## config.mk

```make
export PLATFORM = sky130hd
export DESIGN_NAME = seq_shift_add_multiplier
export DESIGN_NICKNAME = d
export VERILOG_FILES = /design/src/rtl/mul_pkg.sv /design/src/rtl/seq_shift_add_multiplier_add_w1.sv /design/src/rtl/seq_shift_add_multiplier.sv
export SDC_FILE = /design/constraint.sdc
export NUM_CORES = 1
export LEC_CHECK = 0
export CAP_MARGIN = 20
export CORE_MARGIN = 2
export CORE_UTILIZATION = 24
export CTS_BUF_LIST = sky130_fd_sc_hd__clkbuf_4 sky130_fd_sc_hd__clkbuf_8 sky130_fd_sc_hd__clkbuf_16
export CTS_CLUSTER_SIZE = 20
export DETAILED_ROUTE_END_ITERATION = 7
export GPL_ROUTABILITY_DRIVEN = 1
export SLEW_MARGIN = 30
export SYNTH_ARGS = -nofsm -noshare
export SYNTH_HDL_FRONTEND = slang
export SYNTH_SLANG_ARGS = --single-unit
```

## constraint.sdc

```tcl
create_clock -name clk -period 7.07 [get_ports clk]
set_clock_uncertainty 0.15 [all_clocks]
set_input_delay 1.414 -clock clk [delete_from_list [all_inputs] [get_ports clk]]
set_output_delay 1.414 -clock clk [all_outputs]
set_load 0.1 [all_outputs]
```

## src/rtl/mul_pkg.sv

```systemverilog
// Shared types and defaults for the sequential shift-and-add multiplier.
package mul_pkg;

    localparam int unsigned MUL_W_DEFAULT = 16;

    typedef enum logic [1:0] {
        IDLE = 2'd0,
        RUN  = 2'd1,
        DONE = 2'd2
    } mul_state_t;

endpackage : mul_pkg

```

## src/rtl/seq_shift_add_multiplier_add_w1.sv

```systemverilog
// Parameterised adder with carry-in: partial-product step and final two's-complement negate.
module add_w1 #(
    parameter int unsigned N = 17
) (
    input  logic [N-1:0] a_i,
    input  logic [N-1:0] b_i,
    input  logic         cin_i,
    output logic [N-1:0] sum_c
);

    assign sum_c = a_i + b_i + N'(cin_i);

endmodule : add_w1

```

## src/rtl/seq_shift_add_multiplier.sv

```systemverilog
// Iterative radix-2 shift-and-add multiplier, W x W -> 2W, unsigned or signed per transaction.
module seq_shift_add_multiplier
    import mul_pkg::*;
#(
    parameter int unsigned W     = MUL_W_DEFAULT,
    parameter int unsigned CNT_W = $clog2(W)
) (
    input  logic           clk,
    input  logic           rst,
    input  logic           in_valid,
    output logic           in_ready,
    input  logic [W-1:0]   in_a,
    input  logic [W-1:0]   in_b,
    input  logic           in_signed,
    output logic           out_valid,
    input  logic           out_ready,
    output logic [2*W-1:0] out_prod,
    output logic           busy
);

    mul_state_t         state_q, state_d;
    logic [2*W:0]       p_q, p_d;
    logic [W-1:0]       mag_a_q, mag_a_d;
    logic               neg_q, neg_d;
    logic [CNT_W-1:0]   cnt_q, cnt_d;
    logic [2*W-1:0]     out_prod_q, out_prod_d;
    logic               out_valid_q, out_valid_d;
    logic               in_ready_q, in_ready_d;
    logic               busy_q, busy_d;

    logic [W-1:0]       mag_a_c, mag_b_c;
    logic [W:0]         pp_sum_c, p_hi_c;
    logic [2*W:0]       p_shift_c;
    logic [2*W-1:0]     res_c, neg_sum_c;

    // Partial-product add on the upper half of P
    add_w1 #(.N(W + 1)) u_pp_add (
        .a_i   ({1'b0, p_q[2*W-1:W]}),
        .b_i   ({1'b0, mag_a_q}),
        .cin_i (1'b0),
        .sum_c (pp_sum_c)
    );

    assign p_hi_c    = p_q[0] ? pp_sum_c : p_q[2*W:W];
    assign p_shift_c = {1'b0, p_hi_c, p_q[W-1:1]};
    assign res_c     = p_shift_c[2*W-1:0];

    // Negate as ~res + 1 through the same adder structure
    add_w1 #(.N(2 * W)) u_neg (
        .a_i   (~res_c),
        .b_i   ({(2*W){1'b0}}),
        .cin_i (1'b1),
        .sum_c (neg_sum_c)
    );

    always_ff @(posedge clk or posedge rst) begin
        if (rst) begin
            state_q     <= IDLE;
            p_q         <= '0;
            mag_a_q     <= '0;
            neg_q       <= 1'b0;
            cnt_q       <= '0;
            out_prod_q  <= '0;
            out_valid_q <= 1'b0;
            in_ready_q  <= 1'b1;
            busy_q      <= 1'b0;
        end else begin
            state_q     <= state_d;
            p_q         <= p_d;
            mag_a_q     <= mag_a_d;
            neg_q       <= neg_d;
            cnt_q       <= cnt_d;
            out_prod_q  <= out_prod_d;
            out_valid_q <= out_valid_d;
            in_ready_q  <= in_ready_d;
            busy_q      <= busy_d;
        end
    end

    always_comb begin
        state_d     = state_q;
        p_d         = p_q;
        mag_a_d     = mag_a_q;
        neg_d       = neg_q;
        cnt_d       = cnt_q;
        out_prod_d  = out_prod_q;
        out_valid_d = out_valid_q;
        mag_a_c     = in_a;
        mag_b_c     = in_b;

        // Magnitudes for signed mode; |-2^(W-1)| still fits in W bits
        if (in_signed) begin
            if (in_a[W-1]) mag_a_c = ~in_a + W'(1);
            if (in_b[W-1]) mag_b_c = ~in_b + W'(1);
        end

        case (state_q)
            IDLE: begin
                if (in_valid) begin
                    mag_a_d = mag_a_c;
                    neg_d   = in_signed & (in_a[W-1] ^ in_b[W-1]);
                    p_d     = {1'b0, {W{1'b0}}, mag_b_c};
                    cnt_d   = '0;
                    state_d = RUN;
                end
            end
            RUN: begin
                p_d   = p_shift_c;
                cnt_d = cnt_q + CNT_W'(1);
                if (cnt_q == CNT_W'(W - 1)) begin
                    out_prod_d  = neg_q ? neg_sum_c : res_c;
                    out_valid_d = 1'b1;
                    state_d     = DONE;
                end
            end
            DONE: begin
                if (out_ready) begin
                    out_valid_d = 1'b0;
                    state_d     = IDLE;
                end
            end
            default: state_d = IDLE;
        endcase

        in_ready_d = (state_d == IDLE);
        busy_d     = (state_d != IDLE);
    end

    assign in_ready  = in_ready_q;
    assign out_valid = out_valid_q;
    assign out_prod  = out_prod_q;
    assign busy      = busy_q;

endmodule : seq_shift_add_multiplier

```

### After elaboration in Yosys (flattened, before gate mapping)

Index checks and enable logic that the tools add are counted.

| word-level totals | value |
|---|---|
| bits of input ports | 37 |
| word-level logic and storage cells | 51 |
| flip-flop bits (word level) | 91 |
| output and inout bits | 35 |

| operators by class | value |
|---|---|
| add/subtract/negate cells | 5 |
| muxes and demuxes | 17 |
| bitwise gates (word level) | 5 |
| equality and inequality tests | 6 |
| reduce and logical (&&, ||, !) cells | 9 |

Operators by type and width:

| kind | number |
|---|---|
| case mux 33 bit (2 select lines) | 1 |
| two-way mux 16 bit | 4 |
| two-way mux 33 bit | 1 |
| adder 16 x 1 -> 16 bit, second input constant | 2 |
| adder 32 x 1 -> 32 bit, second input constant | 1 |
| two-way mux 32 bit | 1 |
| NOT 16 bit | 2 |
| NOT 32 bit | 1 |
| adder 16 x 16 -> 17 bit | 1 |
| two-way mux 17 bit | 1 |
| case mux 4 bit (2 select lines) | 1 |
| two-way mux 2 bit | 3 |
| inequality test 2 bit, second input constant | 3 |
| case mux 2 bit (3 select lines) | 1 |
| AND reduction 2 bit | 3 |
| nonzero test 2 bit | 3 |
| adder 4 x 1 -> 4 bit, second input constant | 1 |
| equality test 4 bit, second input constant | 1 |
| logical NOT 2 bit | 2 |
| two-way mux 4 bit | 1 |
| AND reduction 3 bit | 1 |
| equality test 2 x 1 -> 1 bit, second input constant | 1 |
| equality test 2 bit, second input constant | 1 |
| two-way mux 1 bit | 2 |
| other kinds (3) | 3 |

### Logic depth before layout (Yosys ltp)

| logic depth | value |
|---|---|
| depth in word-level cells | 6 |
| depth in mapped cells | 11 |
| gate-level depth less buffers | 11 |

### Hierarchy

From an unflattened synthesis, not the netlist that was laid out.

| second synthesis, totals | value |
|---|---|
| cells, all modules | 878 |
| area total of the unflattened synthesis | 7270.7 um2 |

By module, submodules not included:

| module | cells an instance | times used | sequential area each (um2) | area an instance (um2) |
|---|---|---|---|---|
| seq_shift_add_multiplier | 490 | 1 | 2253.4 | 4469.3 |
| add_w1 (u_neg) | 280 | 1 | 0.0 | 2003.2 |
| add_w1 (u_pp_add) | 108 | 1 | 0.0 | 798.3 |

### Worst setup path before layout

Ideal clock, no wire load.

| timing | value |
|---|---|
| path kind | input -> register |
| start point | in in_a[1] |
| end point | reg mag_a_q[11] |
| cell stages on the path | 7 |
| arrival time | 2.902 ns |
| path slack | 3.885 ns |
| setup time | 0.133 ns |
| path through | or3_1 or3_1 or3_1 nor2_1 a21oi_1 xnor2_1 o21ai_0 |

| between the ends | value |
|---|---|
| cells in the longest elaborated chain, start to end | 4 |

Ends and longest elaborated chain:

| element | line | RTL |
|---|---|---|
| from (decl) | seq_shift_add_multiplier.sv:12 | `input logic [W-1:0] in_a,` |
| NOT 16 bit | seq_shift_add_multiplier.sv:93 | `if (in_a[W-1]) mag_a_c = ~in_a + W'(1);` |
| adder 16 x 1 -> 16 bit | seq_shift_add_multiplier.sv:93 |  |
| two-way mux 16 bit | seq_shift_add_multiplier.sv:93 |  |
| two-way mux 16 bit | seq_shift_add_multiplier.sv:92 | `if (in_signed) begin` |
| to (signal assigned) | seq_shift_add_multiplier.sv:70 | `mag_a_q <= mag_a_d;` |
| to (decl) | seq_shift_add_multiplier.sv:23 | `logic [W-1:0] mag_a_q, mag_a_d;` |

Every way passes these cells.
A chain may end at the register's enable or synchronous reset.

### Worst setup path after layout

| timing | value |
|---|---|
| start point | reg p_q[16] |
| end point | reg out_prod_q[31], in the netlist out_prod[31] |

| between the ends | value |
|---|---|
| cells in the longest elaborated chain, start to end | 5 |

Ends and longest elaborated chain:

| element | line | RTL |
|---|---|---|
| from (decl) | seq_shift_add_multiplier.sv:22 | `logic [2*W:0] p_q, p_d;` |
| from (signal assigned) | seq_shift_add_multiplier.sv:69 | `p_q <= p_d;` |
| adder 16 x 16 -> 17 bit | seq_shift_add_multiplier_add_w1.sv:11 | `assign sum_c = a_i + b_i + N'(cin_i);` |
| two-way mux 17 bit * | seq_shift_add_multiplier.sv:44 | `assign p_hi_c = p_q[0] ? pp_sum_c : p_q[2*W:W];` |
| NOT 32 bit | seq_shift_add_multiplier.sv:50 | `.a_i (~res_c),` |
| adder 32 x 1 -> 32 bit | seq_shift_add_multiplier_add_w1.sv:11 |  |
| two-way mux 32 bit * | seq_shift_add_multiplier.sv:111 | `out_prod_d = neg_q ? neg_sum_c : res_c;` |
| to (signal assigned) | seq_shift_add_multiplier.sv:73 | `out_prod_q <= out_prod_d;` |
| to (decl) | seq_shift_add_multiplier.sv:26 | `logic [2*W-1:0] out_prod_q, out_prod_d;` |

Mark *: on every way between the ends. The rest lies on a longest branch, timed or not.

==> flow_metrics.py <==
metrics = {
    "run_status": {
        "status": "completed",
    },
    "layout": {
        "multiInputGateArea_sq_um": 3270,
        "fill_cells": 2482,
        "layout-drive-gt1-share_pct": 6.02,
        "diodes": 0,
        "post-route-util_pct": 30.1,
        "seq_area_sq_um": 2250,
        "area_growth_pct": 23.5,
        "finalNetCount": 767,
    },
    "critical_path": {
        "required_ns": 7.18,
        "cp_max_fo": 5,
        "arrival_ns": 3.70,
        "endpoint_kind": "register",
        "criticalPathCategory": "reg2reg",
        "critPathLaunchType": "register",
    },
    "sta": {
        "final_hold_viol_count": 0,
        "setup_violations": 0,
        "tightest_slew_ns": 1.02,
        "fin_tns_setup_ns": 0,
        "report.final.slew_viol_count": 0,
        "min_period_ns": 3.60,
        "period_share_pct": 50.9,
        "max_slew_margin_pct": 31.9,
        "rsz0062_at_grt": "no",
        "max_freq_ghz": 0.278,
    },
    "grt": {
        "grt_pass1_vias": 4614,
        "grt_max_degree": 61,
        "grt_pass1_wl_um": 24900,
        "gr-usage-all-layers_pct": 12.6,
        "antenna_found_initial": 0,
        "overflow": 0,
    },
    "logic_synthesis": {
        "synth-compound-area-share_pct": 22.5,
        "synth_flop_cell": "dfrtp_1",
        "netlist_instances": 655,
        "yosys-top-cells-count": "nand2_1, dfrtp_1, o21ai_0, nor2_1, a21oi_1",
        "synth_top_family_by_area": "compound AO/OA/AOI/OAI gates",
        "ys_top_cells_by_area": "dfrtp_1, nand2_1, o21ai_0",
        "synth_xor_area_share_pct": 9.20,
        "synth_mux_area_share_pct": 2.21,
        "syn_area_sq_um": 5710,
        "ys_types": 63,
        "yosys.area_share.simple_pct": 18.6,
        "synth-seq-area-share_pct": 39.5,
        "ys_warn_count": 0,
        "synth-adder-area-share_pct": 4.73,
        "synth_edf_count": 0,
        "yosys.area.top_type": "dfrtp_1",
        "yosysTopAreaCellShare_pct": 39.0,
        "syn_nets": 713,
        "avgSynthCellArea_sq_um": 8.72,
        "synth-seq-cells": 90,
        "synthArstFlopShare_pct": 100,
        "yosysMostFrequentCell": "nand2_1",
    },
    "job": {
        "drv_cap": 0,
    },
    "floorplanning": {
        "rows": 56,
        "die_y_um": 158,
        "die-area_sq_um": 25000,
        "io_pins": 72,
        "core_sq_um": 23400,
        "die_x_um": 158,
        "initial_utilization_pct": 24.4,
    },
    "clocking": {
        "clk_latency_ns": 0.35,
        "h-tree-depth": 3,
        "cts_tree": "built",
        "postCtsSetupBuffers": 0,
        "cts_resized": 0,
        "hold_buffers": 0,
        "cts_made_buffers": 9,
        "clk_path_buf_depth": 2,
        "clock-sinks": 90,
        "cts-root-buf": "clkbuf_16",
        "cts.clk_slew.worst_paths_ns": 0.06,
    },
    "placed_design": {
        "hpwl_um": 11500,
        "gp_congestion": 0.828,
        "numPortBuffers": 71,
    },
    "route": {
        "ant_nets": 0,
        "drt_iter0_markers": 288,
        "drc": 0,
        "drt_wl_total_um": 15300,
        "firstDrtPassIters": 4,
        "vias": 4845,
        "vias_per_cell": 4.69,
        "wl_per_cell_um": 14.8,
    },
    "min_path": {
        "hp-class": "reg2reg",
    },
}
placed cells by master (no fill, tap or decap), types with 3 or more instances in the layout:
cell             synthesis  routed
nand2b_1                 9       9
and2_1                   3       3
nor3_1                  18      18
a22o_1                   6       6
nand3b_1                 5       5
nor2b_1                  8       7
nand3_1                 17      17
a22oi_1                 10      10
inv_1                   16      15
a221oi_1                 3       3
nand4b_1                 3       3
a41oi_1                  3       3
mux2_2                   5       5
o41ai_1                  3       3
a31oi_1                  6       6
a211oi_1                 3       3
o21ai_0                 69      69
o211ai_1                 6       6
o22ai_1                  4       4
o21ai_1                 10      10
a21oi_1                 36      36
nand2_1                 96      96
clkdlybuf4s50_1          0      71
xor2_1                  34      34
clkbuf_16                0       9
o22a_1                   4       4
a21o_1                   7       7
nor2_1                  38      38
clkbuf_4                 0       3
buf_4                    0       5
o21a_1                   6       6
mux2i_1                  7       7
o31ai_1                 10      10
ha_1                    20      20
dfrtp_1                 89      89
or3_1                    4       4
xnor2_1                 26      26
worst max-delay path, stage by stage, from the launching register on:
cell	delay [ns]
dfrtp_1	0.40
ha_1	0.25
fa_1	0.44
a211oi_1	0.32
o21ai_1	0.19
a21o_1	0.19
a221oi_1	0.49
and2_1	0.31
nand4b_1	0.20
nor3_1	0.29
nor4_1	0.08
a311oi_1	0.20
per-stage QoR:
stage	setup WS [ns]	std cells	hold slack, ns	instance area [sq um]
2_1_floorplan	3.17	655	0.300	5710
3_3_place_gp	3.31	1017	0.300	6740
3_5_place_dp	3.29	1017	0.314	6740
4_1_cts	3.51	1033	0.328	7050
5_1_grt	3.18	1033	0.341	7050
6_report	3.47	1033	0.321	7050
area by class of cell:
type / count / area share, %
flip-flops and latches: 90 / 32.0
well taps: 319 / 5.66
clock inverters: 2 / 0.532
clock buffers: 14 / 3.90
repair buffers: 76 / 10.6
inverters: 17 / 0.923
multi-input cells: 515 / 46.4
path summary, 6_finish.rpt:
path                       slack (ns)           end    startpoint  cells past startpoint
setup / recovery                 3.47  out_prod[31]       p_q[16]                     11
hold / removal                   0.32  out_prod[24]  out_prod[24]                      2
setup reg to reg                 3.47  out_prod[31]       p_q[16]                     11
hold reg to reg                  0.32  out_prod[24]  out_prod[24]                      2
max in group asynchronous        4.34    mag_a_q[8]           rst                      3
min in group asynchronous        1.26  out_prod[12]           rst                      2
per-layer routing:
layer | GRT usage (%) | wire, um
met3 | 2.91 | 846
met4 | 3.47 | 163
met2 | 17.4 | 6130
met5 | 0 | 0
met1 | 19.4 | 8160
logic make-up after synthesis:
family,after synthesis
xor+xnor,60
compound gates,202
buf+inv,50
flops,90
mux,12
simple gates,220
fa+ha+maj,21
registers in the layout (all words and copies together) (netlist names):
register and flops:
state_q 2, p_q 32, out_prod 32, neg_q 1, mag_a_q 16, busy 1, out_valid 1, cnt_q 4
in_ready 1
Power is left out: the tool's default activity adds up to more than one toggle a clock period on the data nets, which glitch-free logic cannot reach.
